File: src/rtl/lib_switchblock_pkg.sv
// Shared definitions for the DEM switching-block library: sample width,
// accumulator width, merge-monitor FSM states and the clamp helper.
package lib_switchblock_pkg;

    localparam int WIDTH = 5;
    localparam int ACC_W = WIDTH + 2;

    typedef enum logic [1:0] {
        IDLE  = 2'd0,
        TRACK = 2'd1,
        FAULT = 2'd2
    } merge_state_t;

    // Clamp a signed value into the two's-complement range of a w-bit word.
    function automatic logic signed [31:0] sat_to_width(input logic signed [31:0] val,
                                                        input int w);
        logic signed [31:0] hi;
        logic signed [31:0] lo;
        hi = (32'sd1 <<< (w - 1)) - 32'sd1;
        lo = -(32'sd1 <<< (w - 1));
        if (val > hi) begin
            return hi;
        end else if (val < lo) begin
            return lo;
        end else begin
            return val;
        end
    endfunction

endpackage

File: src/rtl/dem_merge_checker.sv
// Switching-term integrator, split/bound checks, monitor FSM and error counter.
// Error counter is built only when DEM_MERGE_ERRCNT_EN is defined.
module dem_merge_checker #(
    parameter int WIDTH     = lib_switchblock_pkg::WIDTH,
    parameter int ACC_BOUND = 2,
    parameter int ERR_CNT_W = 8
) (
    input  logic                  clk_i,
    input  logic                  reset_i,
    input  logic                  clr_i,
    input  logic                  vld_p1,
    input  logic signed [WIDTH:0] diff_p1,
    output logic signed [WIDTH+1:0] acc_o,
    output logic                  err_o,
    output logic [ERR_CNT_W-1:0]  err_cnt_o
);
    import lib_switchblock_pkg::*;

    localparam int AW = WIDTH + 2;

    merge_state_t             state;
    merge_state_t             state_nxt;
    logic signed [31:0]       diff_ext;
    logic signed [31:0]       acc_sum;
    logic signed [AW-1:0]     acc_nxt;
    logic                     split_err;
    logic                     bound_err;
    logic                     sample_err;

    // A legal split differs by at most one unit; the running sum must stay inside +/-ACC_BOUND.
    always_comb begin
        diff_ext   = 32'(diff_p1);
        acc_sum    = 32'(acc_o) + diff_ext;
        acc_nxt    = AW'(sat_to_width(acc_sum, AW));
        split_err  = (diff_ext > 1) || (diff_ext < -1);
        bound_err  = (32'(acc_nxt) > ACC_BOUND) || (32'(acc_nxt) < -ACC_BOUND);
        sample_err = vld_p1 && (split_err || bound_err);
    end

    // Stage 2: accumulator updates on the same edge as the data outputs
    always_ff @(posedge clk_i or negedge reset_i) begin
        if (!reset_i) begin
            acc_o <= '0;
        end else if (clr_i) begin
            acc_o <= '0;
        end else if (vld_p1) begin
            acc_o <= acc_nxt;
        end
    end

    always_ff @(posedge clk_i or negedge reset_i) begin
        if (!reset_i) begin
            state <= IDLE;
        end else begin
            state <= state_nxt;
        end
    end

    always_comb begin
        state_nxt = state;
        err_o     = 1'b0;
        case (state)
            IDLE: begin
                if (vld_p1) begin
                    state_nxt = sample_err ? FAULT : TRACK;
                end
            end
            TRACK: begin
                if (sample_err) begin
                    state_nxt = FAULT;
                end
            end
            FAULT: begin
                err_o = 1'b1;
            end
            default: begin
                state_nxt = IDLE;
            end
        endcase
        if (clr_i) begin
            state_nxt = IDLE;
        end
    end

`ifdef DEM_MERGE_ERRCNT_EN
    logic [ERR_CNT_W-1:0] err_cnt;

    always_ff @(posedge clk_i or negedge reset_i) begin
        if (!reset_i) begin
            err_cnt <= '0;
        end else if (clr_i) begin
            err_cnt <= '0;
        end else if (sample_err && !(&err_cnt)) begin
            err_cnt <= err_cnt + ERR_CNT_W'(1);
        end
    end

    assign err_cnt_o = err_cnt;
`else
    assign err_cnt_o = '0;
`endif

endmodule

File: src/rtl/dem_merge_block.sv
// Receive-side merge of a DEM switching block: rebuilds the code (x1+x2), recovers
// the switching term (x1-x2) and monitors its integral. Optional: DEM_MERGE_ERRCNT_EN.
module dem_merge_block #(
    parameter int WIDTH     = lib_switchblock_pkg::WIDTH,
    parameter int ACC_BOUND = 2,
    parameter int ERR_CNT_W = 8
) (
    input  logic                    clk_i,
    input  logic                    reset_i,
    input  logic                    clr_i,
    input  logic                    valid_i,
    input  logic signed [WIDTH-1:0] x_out1_i,
    input  logic signed [WIDTH-1:0] x_out2_i,
    output logic                    valid_o,
    output logic signed [WIDTH-1:0] x_rec_o,
    output logic signed [WIDTH-1:0] s_o,
    output logic signed [WIDTH+1:0] acc_o,
    output logic                    sat_o,
    output logic                    err_o,
    output logic [ERR_CNT_W-1:0]    err_cnt_o
);
    import lib_switchblock_pkg::*;

    localparam int W1 = WIDTH + 1;

    logic                    vld_p1;
    logic signed [W1-1:0]    sum_p1;
    logic signed [W1-1:0]    diff_p1;
    logic signed [31:0]      sum_ext;
    logic signed [WIDTH-1:0] x_rec_nxt;
    logic signed [WIDTH-1:0] s_nxt;
    logic                    sat_nxt;

    // Stage 1: one guard bit keeps sum and difference exact
    always_ff @(posedge clk_i or negedge reset_i) begin
        if (!reset_i) begin
            vld_p1  <= 1'b0;
            sum_p1  <= '0;
            diff_p1 <= '0;
        end else if (clr_i) begin
            vld_p1  <= 1'b0;
        end else begin
            vld_p1 <= valid_i;
            if (valid_i) begin
                sum_p1  <= W1'(x_out1_i) + W1'(x_out2_i);
                diff_p1 <= W1'(x_out1_i) - W1'(x_out2_i);
            end
        end
    end

    always_comb begin
        sum_ext   = 32'(sum_p1);
        x_rec_nxt = WIDTH'(sat_to_width(sum_ext, WIDTH));
        sat_nxt   = (sat_to_width(sum_ext, WIDTH) != sum_ext);
        s_nxt     = WIDTH'(sat_to_width(32'(diff_p1), WIDTH));
    end

    // Stage 2: clamped outputs; they hold between valid samples and across a clear
    always_ff @(posedge clk_i or negedge reset_i) begin
        if (!reset_i) begin
            valid_o <= 1'b0;
            x_rec_o <= '0;
            s_o     <= '0;
            sat_o   <= 1'b0;
        end else if (clr_i) begin
            valid_o <= 1'b0;
        end else begin
            valid_o <= vld_p1;
            if (vld_p1) begin
                x_rec_o <= x_rec_nxt;
                s_o     <= s_nxt;
                sat_o   <= sat_nxt;
            end
        end
    end

    dem_merge_checker #(
        .WIDTH     (WIDTH),
        .ACC_BOUND (ACC_BOUND),
        .ERR_CNT_W (ERR_CNT_W)
    ) u_checker (
        .clk_i     (clk_i),
        .reset_i   (reset_i),
        .clr_i     (clr_i),
        .vld_p1    (vld_p1),
        .diff_p1   (diff_p1),
        .acc_o     (acc_o),
        .err_o     (err_o),
        .err_cnt_o (err_cnt_o)
    );

endmodule

File: config.mk
export PLATFORM = sky130hd
export DESIGN_NAME = dem_merge_block
export DESIGN_NICKNAME = d
export VERILOG_FILES = /design/src/rtl/lib_switchblock_pkg.sv /design/src/rtl/dem_merge_checker.sv /design/src/rtl/dem_merge_block.sv
export SDC_FILE = /design/constraint.sdc
export NUM_CORES = 1
export LEC_CHECK = 0
export ABC_AREA = 1
export CAP_MARGIN = 20
export CORE_MARGIN = 2
export CORE_UTILIZATION = 47
export CTS_CLUSTER_SIZE = 28
export DETAILED_ROUTE_END_ITERATION = 6
export PLACE_DENSITY_LB_ADDON = 0.08
export SYNTH_ARGS = -nofsm -noshare
export SYNTH_HDL_FRONTEND = slang
export SYNTH_SLANG_ARGS = --single-unit
File: constraint.sdc
create_clock -name clk_i -period 2.01 [get_ports clk_i]
set_input_delay 0.402 -clock clk_i [delete_from_list [all_inputs] [get_ports clk_i]]
set_output_delay 0.402 -clock clk_i [all_outputs]
set_load 0.01 [all_outputs]
* Yosys cells after proc, flatten, opt, wreduce, memory -nomap -nowiden
Index checks and enable logic that the tools add are counted.
** Storage, ports and cells
- Flip-flop bits (word level) :: 34
- Word-level logic and storage cells :: 54
- Output and inout port bits :: 28
** Cells by class
- Reduce and logical (&&, ||, !) cells :: 9
- Magnitude comparators :: 10
- Eq/ne operators :: 6
- $add $sub $neg :: 3
- Bitwise gates (word level) :: 1
- Mux-type cells :: 16
** Operators with widths (count)
- 2-to-1 mux 32 bit :: 2
- != test 32 x 6 -> 1 bit :: 1
- 2-to-1 mux 7 bit :: 4
- > comparator 6 x 5 -> 1 bit (second input constant) :: 2
- < comparator 6 x 5 -> 1 bit (second input constant) :: 2
- 2-to-1 mux 5 bit :: 2
- adder 7 x 6 -> 8 bit :: 1
- > comparator 8 x 7 -> 1 bit (second input constant) :: 1
- < comparator 8 x 7 -> 1 bit (second input constant) :: 1
- 2-to-1 mux 2 bit :: 4
- > comparator 7 x 3 -> 1 bit (second input constant) :: 1
- < comparator 7 x 2 -> 1 bit (second input constant) :: 1
- adder 5 x 5 -> 6 bit :: 1
- > comparator 6 x 2 -> 1 bit (second input constant) :: 1
- < comparator 6 x 1 -> 1 bit (second input constant) :: 1
- case mux 2 bit (3 select lines) :: 1
- subtractor 5 x 5 -> 6 bit :: 1
- AND reduction 2 bit :: 2
- logical OR 1 bit :: 3
- 2-to-1 mux 1 bit :: 3
- != test 3 x 2 -> 1 bit (second input constant) :: 1
- != test 3 bit (second input constant) :: 1
- AND reduction 3 bit :: 1
- equality test 2 x 1 -> 1 bit (second input constant) :: 1
- other kinds (6) :: 6

* Longest topological paths before layout
Gate-level depths: netlist of the first run.
- Word-level depth :: 12
- Depth in mapped cells :: 21

* Modules after synthesis
From an unflattened synthesis of the first run, not the netlist that was laid out.
** Unflattened totals
- Cell total of the unflattened synthesis :: 310
- Area total of the unflattened synthesis :: 2349.8 sq um
** By module, submodules not included
- dem_merge_block :: cells each 170, area each 1380.1 sq um, instances 1
- dem_merge_checker :: cells each 140, area each 969.7 sq um, instances 1

* Worst setup path before layout of the first run
Ideal clock, no wire load.
- Path type :: register -> register
- From :: reg u_checker.acc_o[0]
- To :: reg u_checker.state[1]
- Data arrival time :: 2.122 ns
- Setup slack :: -0.237 ns
- Setup time :: 0.125 ns
- Buffers on the path :: 0
- Stages on the path, launching flop included :: 20
- Period minus slack after synthesis :: 2.247 ns
- Cell sequence :: dfrtp_1 > ha_1 > inv_1 > fa_1 > inv_1 > nand2_1 > nand2_1 > nand3_1 > nand3_1 > nand2_2 > nand2_4 > nand2_1 > nand2_1 > nand3_1 > o21ai_1 > nand3_1 > nand2_1 > inv_1 > o2111ai_1 > nand2_1
** On the way
- Longest elaborated chain between the ends :: 12
** Ends and longest elaborated chain
- start: declaration :: RTL line dem_merge_checker.sv:13 : output logic signed [WIDTH+1:0] acc_o,
- start signal: assignment :: RTL line dem_merge_checker.sv:47 : acc_o <= acc_nxt;
- adder 7 x 6 -> 8 bit (*) :: RTL line dem_merge_checker.sv:33 : acc_sum = 32'(acc_o) + diff_ext;
- < comparator 8 x 7 -> 1 bit :: RTL line lib_switchblock_pkg.sv:23 : end else if (val < lo) begin
- 2-to-1 mux 7 bit :: RTL line lib_switchblock_pkg.sv:23
- 2-to-1 mux 7 bit (*) :: RTL line lib_switchblock_pkg.sv:21 : if (val > hi) begin
- > comparator 7 x 3 -> 1 bit / < comparator 7 x 2 -> 1 bit (equally long branches) :: RTL line dem_merge_checker.sv:36 : bound_err = (32'(acc_nxt) > ACC_BOUND) || (32'(acc_nxt) < -ACC_BOUND);
- logical OR 1 bit (*) :: RTL line dem_merge_checker.sv:36
- logical OR 1 bit (*) :: RTL line dem_merge_checker.sv:37 : sample_err = vld_p1 && (split_err || bound_err);
- logical AND 1 bit (*) :: RTL line dem_merge_checker.sv:37
- 2-to-1 mux 2 bit :: RTL line dem_merge_checker.sv:65 : state_nxt = sample_err ? FAULT : TRACK;
- 2-to-1 mux 2 bit :: RTL line dem_merge_checker.sv:64 : if (vld_p1) begin
- case mux 2 bit (3 select lines) :: RTL line dem_merge_checker.sv:62 : case (state)
- 2-to-1 mux 2 bit :: RTL line dem_merge_checker.sv:80 : if (clr_i) begin
- end signal: assignment :: RTL line dem_merge_checker.sv:55 : state <= state_nxt;
- end: declaration :: RTL line dem_merge_checker.sv:21 : merge_state_t state;
Mark *: on every way between the ends. The rest lies on a longest branch, timed or not. The select of a mux whose other input is x is not followed.
A chain may end at the register's enable or synchronous reset.

==> impl_results.md, run 1 <==
* FMAX at approximately 0.44 GHz
* RSZ-0062 raised after global routing: true
* Worst IR Drop VDD at between 500 and 600 uV
* Die H at around 73 um
* Detailed Route WL at 5280 um
* P_int at ~0.0017 W
* Clock share of power at 0.179
* TritonCTS clock tree: yes
* Gr ovfl total at 0
* Min-Delay Path Depth at 2
* Final nets at between 300 and 400
* Starting density of the core at 0.479
* Slowest cell delay on critical path at between 0.3 and 0.4 ns
* Switching Fraction at 0.373
* Post-synthesis cell type count at 36
* CTS clk-pin slew, worst paths at approximately 0.070 ns
* Outcome: finished with violations
* Worst Hold Class: reg -> reg
* Tot Pwr at about 0.0027 W
* Setup crit end kind: register
* Vias at 2050
* FP Rows at 25
* Final Setup Violations at 2
* Slew HR at 0.672
* P_sw at 0.00101 W
* Slew Viols, Final at 0
* Most common cell in the netlist: nand2_1
* WS Path Type: reg -> reg
* Critical Path Slowest Stage Cell: dfrtp_1
* Post-synthesis register bit count at 33
* Post-synth top flop: dfrtp_1
* Non-filler cells, final at 415
* Cts hold-fix bufs at 0
* PwrDens at around 860 mW/mm2
* LEAKAGE at 1.58 nW
* First-pass GRT wire length at approximately 9000 um
* Sequential share of power at 0.326
* Pin count of the biggest net entering global routing at 34
* Root Buffer: clkbuf_8
* Post-synth ARST share at 1.00
* Gr usage total at 0.218
* # placed instances at ~400
* Port bufs at 33
* Core Area at roughly 0.0047 mm2
* Failing checks: setup timing
* Worst EP required at roughly 2.2 ns
* Layout area overhead at 40.0%
* Clock buffer depth at 2
* Post-synth top area share at 0.370
* Final antenna-violating net count at 0
* Placer Congestion at roughly 0.83
* DIE AREA at between 0.005 and 0.006 mm2
* H-tree levels at 2
* Hold Fails Final Rpt at 0
* WP data arrival at between 2 and 2.5 ns
* CP Cell Sequence: ha_2 > inv_2 > fa_2 > inv_2 > nand2_2 > nand2_2 > nand3_4 > nand2_4 > nand2_4 > nand2_4 > nand2_4 > nand2_2 > nand2_1 > nor2_1 > nand3_1 > nand2_1 > nand3_1 > nand2_1 > inv_1 > o2111ai_2 > nand2_1
* Worst reg2reg path depth at 21
* I/O pins at 42
* Startpoint types: register
* Seq/Total Area, Yosys at 0.370
* Routed length per instance at 12.7 um
* DR pass1 iterations at 4
* Initial antenna violation count at 0
* Maxcap violations at 0
* Tcrit/Tclk final at 1.14
* Setup Total Neg Slack at -0.519 ns
* Reg2reg setup slack at -0.28 ns
* Syn_area_per_cell at between 7 and 8 um2
* Top post-synthesis cells by area: dfrtp_1, ha_1, nand2_1
* Synth top cells by count: nand2_1, inv_1, dfrtp_1
* Final setup skew at around 0.0066 ns
* Num CTS Buffers at 5
* Antenna Diode Count at 0
* Initial DRC Count at 78
* Worst-Skew Late Latency at 0.28 ns
* Number of flops mapped to enable cells by yosys at 0
* Post-DP HPWL at between 4000 and 5000 um
* CTS Sinks at 33
* Synthesis warning total at 0
* CP max FO at 6
* Cells after Synth at between 200 and 300
* Vias in the first global route at ~2000
* Via density at between 4 and 5
* Final min period at approximately 2.3 ns
* Post-Syn Area at ~0.0022 mm2
* Yosys top cell by area: dfrtp_1
* Min setup slack post-route at -0.280 ns
* Chip width at about 73 um
* DRC at 0
* Slew @ Worst Pin at ~0.49 ns
* Combinational share of power at 0.495
* Fraction of layout cells with a size suffix above 1 at 0.244
==> cell usage in the layout (no fill, tap or decap), types with 3 or more instances in the layout <==
cell,n
ha_1,16
dfrtp_1,32
or2_2,3
nand2_2,9
nor3_1,3
nand3_1,13
xnor2_1,3
xor2_1,3
inv_1,33
o21ai_1,3
inv_2,3
nor2_1,23
nand2_1,55
nand2_4,6
o31ai_1,4
o21ai_0,17
a21oi_1,9
conb_1,8
clkdlybuf4s50_1,33
buf_4,44
ha_4,3
clkbuf_8,5
==> metrics by stage <==
step | area [um2] | worst slack [ns] | hold WS [ns] | utilization
global route | 3130 | -0.472 | 0.519 | 0.671
global placement | 2920 | -0.202 | 0.477 | 0.626
CTS | 3010 | -0.275 | 0.501 | 0.646
finish | 3130 | -0.280 | 0.494 | 0.671
floorplan | 2280 | -0.205 | 0.106 | -
detailed placement | 2920 | -0.275 | 0.477 | 0.626
==> per-layer routing <==
metal	GRT usage	vias to the layer above	wire length, um
met1	0.285	948	2440
met5	0	-	0
met3	0.0428	3	209
li1	-	1054	-
met2	0.361	45	2610
met4	0.0741	0	19
==> sequential cells by signal, summed over array words and instances (netlist names) <==
signal and count:
diff_p1 5, valid_o 1, sat_o 1, sum_p1 6, s_o 5, u_checker.acc_o 7, u_checker.state 2, x_rec_o 5
vld_p1 1
==> final timing paths <==
kind / end / start
hold reg to reg: s_o[3] / s_o[3]
min in group asynchronous: u_checker.acc_o[6] / reset_i
max in group asynchronous: diff_p1[5] / reset_i
setup / recovery: u_checker.state[1] / sum_p1[0]
hold / removal: s_o[3] / s_o[3]
setup reg to reg: u_checker.state[1] / sum_p1[0]
==> logic make-up after synthesis <==
family          count (synthesis)  share of synthesized area
fa+ha+maj                      23                      0.139
xor+xnor                        6                     0.0235
flops                          33                      0.370
buf+inv                        50                     0.0975
other cells                     1                    0.00168
compound gates                 45                      0.120
simple gates                  123                      0.249
==> layout make-up <==
cell class | instances | area [um2]
fill | 406 | 1530
clock inverter | 2 | 10.0
timing repair buffer | 77 | 661
multi-input combinational | 205 | 1350
tap | 54 | 67.6
inverter | 38 | 143
sequential | 33 | 827
clock buffer | 6 | 72.6
==> critical path, delay by kind of cell, from the launching register on <==
kind	cells	cell delay, ns
fa+ha+maj	2	0.52
flops	1	0.35
simple gates	15	1.09
compound gates	1	0.05
buf+inv	3	0.15
==> repair_timing <==
item,4_1_cts,5_1_grt
resized for setup,3,24
setup buffers,1,1
pin swaps,5,5
endpoints found under the setup margin,2,8
==> power by group through the flow <==
stage / Combinational, W / Sequential, W / Clock (W)
6_report: 0.00134 / 0.000880 / 0.000484
2_1_floorplan: 0.000607 / 0.000919 / 0
5_1_grt: 0.00148 / 0.000898 / 0.000523
3_5_place_dp: 0.00122 / 0.000883 / 0
4_1_cts: 0.00124 / 0.000870 / 0.000499
3_3_place_gp: 0.00120 / 0.000880 / 0
(Power assumes the default switching activity.)
==> run 2, diff against run 1 <==
Settings changed: CORE_MARGIN 2 to default.
==> impl_results.md, run 2 (synthesis gave the netlist of run 1 again) <==
* Outcome: finished with violations
* Failing checks: setup timing
* Slew @ Worst Pin at between 0.5 and 0.6 ns
* WS Path Type: reg -> reg
* Pin count of the biggest net entering global routing at 34
* WP data arrival at about 2.5 ns
* Setup WS pre-CTS at -0.276 ns
* Worst Hold Launch: s_o[3]
* Reg-to-Reg Start: u_checker.acc_o[0]
* Fillers at around 370
* Clock buffer depth at 2
* Detailed Route WL at 5220 um
* Cts hold-fix bufs at 0
* Tcrit/Tclk final at 1.15
* Min setup slack post-route at -0.309 ns
* Setup crit end kind: register
* Antenna Diode Count at 0
* Vias at around 2100
* CP max FO at 6
* Layout area overhead at 39.7%
* Core Area at 0.00447 mm2
* Critical Path Slowest Stage Cell: dfrtp_1
* Worst reg2reg path depth at 21
* Cell mode on critical path: nand2_2
* Final antenna-violating net count at 0
* Final setup skew at ~0.015 ns
* Via density at approximately 5
* Initial antenna violation count at 0
* Gr ovfl total at 0
* RSZ-0062 raised after global routing: true
* Hold Fails Final Rpt at 0
* Fraction of layout cells with a size suffix above 1 at 0.252
* PwrDens at approximately 880 mW/mm2
* Vias in the first global route at 1936
* Setup Total Neg Slack at -0.568 ns
* Commonest cells after routing, fill and taps aside: nand2_1, buf_4, inv_1, clkdlybuf4s50_1, dfrtp_1
* LEAKAGE at 1.61 nW
* Top flop regs: u_checker.acc_o: 7 flops, sum_p1: 6 flops
* FP Rows at 24
* Max FFs per register at 7
* Starting density of the core at 0.499
* Die H at between 70 and 80 um
* Post-DP HPWL at 4050 um
* Slew Viols, Final at 0
* FMAX at around 0.43 GHz
* Worst-Skew Late Latency at around 0.28 ns
* Port bufs at 33
* Largest Register: u_checker.acc_o
* Slowest cell delay on critical path at 0.35 ns
* Slew HR at 0.620
* CTS Sinks at 33
* Worst Hold Class: reg -> reg
* Final Setup Violations at 3
* Fin util at 0.697
* Critical R2R Capture: u_checker.state[1]
* Maxcap violations at 0
* CP Cell Sequence: ha_2 > inv_2 > fa_2 > inv_2 > nand2_2 > nand2_2 > nand3_2 > nand2_2 > nand2_4 > nand2_4 > nand2_4 > nand2_2 > nand2_2 > nor2_2 > nand3_1 > nand2_1 > nand3_1 > nand2_1 > inv_1 > o2111ai_1 > nand2_1
* Chip width at ~71 um
* DR pass1 iterations at 6
* DRC at 0
* Final nets at 402
* Root Buffer: clkbuf_8
* First-pass GRT wire length at 8810 um
* Min-Delay Endpoint: s_o[3]
* Initial DRC Count at about 130
* DIE AREA at 0.00503 mm2
* Placer Congestion at between 0.8 and 0.9
* Num CTS Buffers at 5
* TritonCTS clock tree: yes
* Commonest non-fill, non-tap cell in the layout: nand2_1
* Worst EP required at 2.18 ns
* Reg2reg setup slack at -0.31 ns
* Worst IR Drop VDD at approximately 590 uV
* CTS clk-pin slew, worst paths at around 0.070 ns
* Routed length per instance at 12.5 um
* Final min period at between 2 and 2.5 ns
* I/O pins at 42
* Gr usage total at 0.227
* Startpoint types: register
* Min-Delay Path Depth at 2
* H-tree levels at 2
* Hold Slack at 0.490 ns
==> run 2: changes by cell type in the layout (fill, tap and decap cells not counted), moves of 2 or more <==
cell,previous run,this run
clkinv_2,2,0
nand3_4,2,0
nand3_2,2,4
nand2_1,55,52
ha_1,16,18
ha_4,3,1
nand2_2,9,13
buf_4,44,49
==> run 2: repair_timing <==
item                                    in CTS  in global routing
pin swaps                                    5                  8
endpoints found under the setup margin       2                  9
setup buffers                                2                  4
resized for setup                            4                 20
==> run 2: worst max-delay path, delay by kind of cell, from the launching register on <==
| family | cells | cell delay (ns) |
|---|---|---|
| AO/OA/AOI/OAI | 1 | 0.06 |
| adder cells (fa/ha/maj) | 2 | 0.53 |
| flip-flops | 1 | 0.35 |
| buffers and inverters | 3 | 0.14 |
| AND/OR/NAND/NOR | 15 | 1.13 |
==> run 2: worst max-delay path by stage <==
stage	from	to	slack (ns)
finish	u_checker.acc_o[0]	u_checker.state[1]	-0.31
global route	u_checker.acc_o[0]	u_checker.state[1]	-0.48
CTS	u_checker.acc_o[0]	u_checker.state[1]	-0.27
detailed placement	sum_p1[0]	u_checker.state[1]	-0.28
global placement	x_out1_i[0]	diff_p1[4]	-0.20
floorplan	u_checker.acc_o[0]	u_checker.state[1]	-0.21
==> run 2: final cells by class <==
class / instances / area [um2] / share of cell area
clock buffer: 7 / 86.3 / 0.0277
inverter: 38 / 143 / 0.0457
multi-input combinational: 205 / 1300 / 0.417
sequential: 33 / 827 / 0.265
tap: 52 / 65.1 / 0.0209
timing repair buffer: 82 / 698 / 0.224
==> run 2: per-stage QoR <==
step	power [W]	cells	cell area, um2
floorplan	0.00153	288	2280
global placement	0.00208	404	2920
detailed placement	0.00210	404	2920
CTS	0.00264	413	3040
global route	0.00294	417	3120
finish	0.00274	417	3120
==> run 2: routing by layer <==
layer,track usage,wire [um],part of all wire
met4,0.0689,59,0.011
met5,0,0,0
met3,0.0385,238,0.046
met2,0.369,2460,0.47
met1,0.313,2460,0.47
==> run 2: where the power goes <==
part           switching [W]  internal [W]  leakage, nW  total, W
Clock               0.000236      0.000272       0.0443  0.000507
Sequential         0.0000874      0.000788        0.415  0.000875
Combinational       0.000674      0.000685         1.15   0.00136
==> run 3, diff against run 2 <==
Settings changed: CORE_ASPECT_RATIO from default to 1.2.
==> impl_results.md, run 3 (synthesis gave the netlist of run 1 again) <==
* Placer Congestion at 0.883
* Vias at approximately 2000
* P_int at approximately 0.0018 W
* CP max FO at 6
* Gr usage total at 0.227
* Routed length per instance at 12.6 um
* Switching Fraction at 0.350
* Maxcap violations at 0
* Cts hold-fix bufs at 0
* Root Buffer: clkbuf_8
* Initial antenna violation count at 0
* Commonest cells after routing, fill and taps aside: nand2_1, buf_4, inv_1, clkdlybuf4s50_1, dfrtp_1
* Worst reg2reg path depth at 17
* Via density at 4.91
* WP data arrival at between 2 and 3 ns
* Pin count of the biggest net entering global routing at 34
* Slew Viols, Final at 0
* CTS clk-pin slew, worst paths at 0.07 ns
* Fraction of layout cells with a size suffix above 1 at 0.241
* CTS Sinks at 33
* LEAKAGE at 1.57 nW
* DR pass1 iterations at 6
* RSZ-0062 raised after global routing: true
* Cell mode on critical path: nand2_2
* Non-filler cells, final at 415
* Top Family by Delay on Critical Path: simple AND/OR/NAND/NOR gates
* Clock share of power at 0.227
* Chip width at 64.9 um
* Post-DP HPWL at around 4000 um
* Sequential share of power at 0.311
* Worst-Skew Late Latency at about 0.28 ns
* Critical Path Slowest Stage Cell: dfrtp_2
* First-pass GRT wire length at slightly below 9000 um
* Worst Hold Class: reg -> reg
* Combinational share of power at 0.462
* I/O pins at 42
* Port bufs at 33
* TritonCTS clock tree: yes
* Met3 GRT Util at 0.0412
* WS Path Type: reg -> reg
* PwrDens at approximately 910 mW/mm2
* Min setup slack post-route at -0.333 ns
* Slew @ Worst Pin at 0.578 ns
* Min-Delay Path Depth at 2
* Die H at approximately 78 um
* CP bufs+invs at 2
* Final min period at 2.34 ns
* Final antenna-violating net count at 0
* Slowest cell delay on critical path at 0.45 ns
* FP Rows at 27
* Final Setup Violations at 2
* FMAX at around 0.43 GHz
* Top flop regs: u_checker.acc_o: 7 flops, sum_p1: 6 flops
* Final nets at 393
* DRC at 1
* Worst IR Drop VDD at around 440 uV
* Layout area overhead at 39.8%
* Startpoint types: register
* GR peak layer: met2
* Setup crit end kind: register
* Core Area at 0.00456 mm2
* Starting density of the core at 0.490
* M1 GR Usage at 0.264
* H-tree levels at 2
* M2 GR Usage at 0.407
* Vias in the first global route at 2012
* Area occupied by multi-input gates at 0.00133 mm2
* Sequential cell area at 827 um2
* # placed instances at 406
* Slew HR at 0.609
* Hold Slack at approximately 0.48 ns
* Worst EP required at ~2.2 ns
* Num CTS Buffers at 5
* Failing checks: DRC, setup timing
* Detailed Route WL at between 5000 and 6000 um
* Outcome: finished with violations
* Tot Pwr at around 0.0028 W
* Max FFs per register at 7
* Commonest non-fill, non-tap cell in the layout: nand2_1
* Clock buffer depth at 2
* Gr ovfl total at 0
* Hold Fails Final Rpt at 0
* P_sw at approximately 0.001 W
* Dpl cell area at about 0.0029 mm2
* CP Cell Sequence: ha_1 > nand2_2 > inv_1 > a21oi_2 > nand2_1 > nand2_2 > nand2_4 > nand2_4 > nand2_1 > nand2_2 > nand3_1 > o21ai_2 > nand3_2 > nand2_2 > inv_1 > o2111ai_2 > nand2_1
* Final setup skew at 0.00569 ns
* Antenna Diode Count at 0
* CP Depth at 17
* DIE AREA at between 0.005 and 0.006 mm2
* Largest Register: u_checker.acc_o
* Fillers at roughly 400
* Fin area at about 0.0031 mm2
* Tcrit/Tclk final at 1.17
* Fin util at 0.684
* Initial DRC Count at between 100 and 150
## run 3: cell count changes in the layout (fill, tap and decap cells not counted), sizes merged
cell	before	now
buf	49	40
bufinv	0	1
## run 3: power by group through the flow
stage	Sequential (W)	Clock [W]	Combinational (W)
finish	0.000879	0.000643	0.00131
global route	0.000896	0.000686	0.00145
CTS	0.000874	0.000658	0.00123
detailed placement	0.000884	0	0.00120
global placement	0.000881	0	0.00119
floorplan	0.000919	0	0.000607
## run 3: what timing repair did
item                                    in CTS  in global routing
buffers inserted                             0                  1
endpoints found under the setup margin       3                  8
pin swaps                                    6                  9
gates cloned                                 0                  0
gates resized for setup                      4                 23
## run 3: layer usage
layer  part of all wire  routed length, um
met3              0.036                191
met2               0.53               2750
met4              0.017                 89
met1               0.42               2200
met5                  0                  0
## run 3: layout make-up
class                           count  share of cell area
Clock inverter                      1             0.00962
Inverter                           38              0.0457
Sequential cell                    33               0.265
Clock buffer                        7              0.0277
Tap cell                           58              0.0232
Timing Repair Buffer               73               0.202
Multi-Input combinational cell    205               0.427
## run 3: final timing paths
check / endpoint / start / slack, ns
worst min register to register: x_rec_o[4] / x_rec_o[4] / 0.48
max in group asynchronous: diff_p1[5] / reset_i / 1.15
worst min-delay path: x_rec_o[4] / x_rec_o[4] / 0.48
worst max register to register: u_checker.state[1] / diff_p1[5] / -0.33
worst max-delay path: u_checker.state[1] / diff_p1[5] / -0.33
min in group asynchronous: u_checker.acc_o[6] / reset_i / 0.52
## run 3: worst reg2reg max path, stage by stage, from the launching register on
cell and delay [ns]:
dfrtp_2 0.45, ha_1 0.33, nand2_2 0.09, inv_1 0.05, a21oi_2 0.19, nand2_1 0.10, nand2_2 0.12, nand2_4 0.07
nand2_4 0.09, nand2_1 0.08, nand2_2 0.08, nand3_1 0.10, o21ai_2 0.13, nand3_2 0.09, nand2_2 0.08, inv_1 0.05
o2111ai_2 0.06, nand2_1 0.07
## run 3: metrics by stage
stage,worst slack (ns),TNS (ns)
global placement,-0.259,-1.03
detailed placement,-0.285,-1.32
global route,-0.495,-1.46
CTS,-0.292,-0.513
finish,-0.333,-0.588
floorplan,-0.205,-0.353
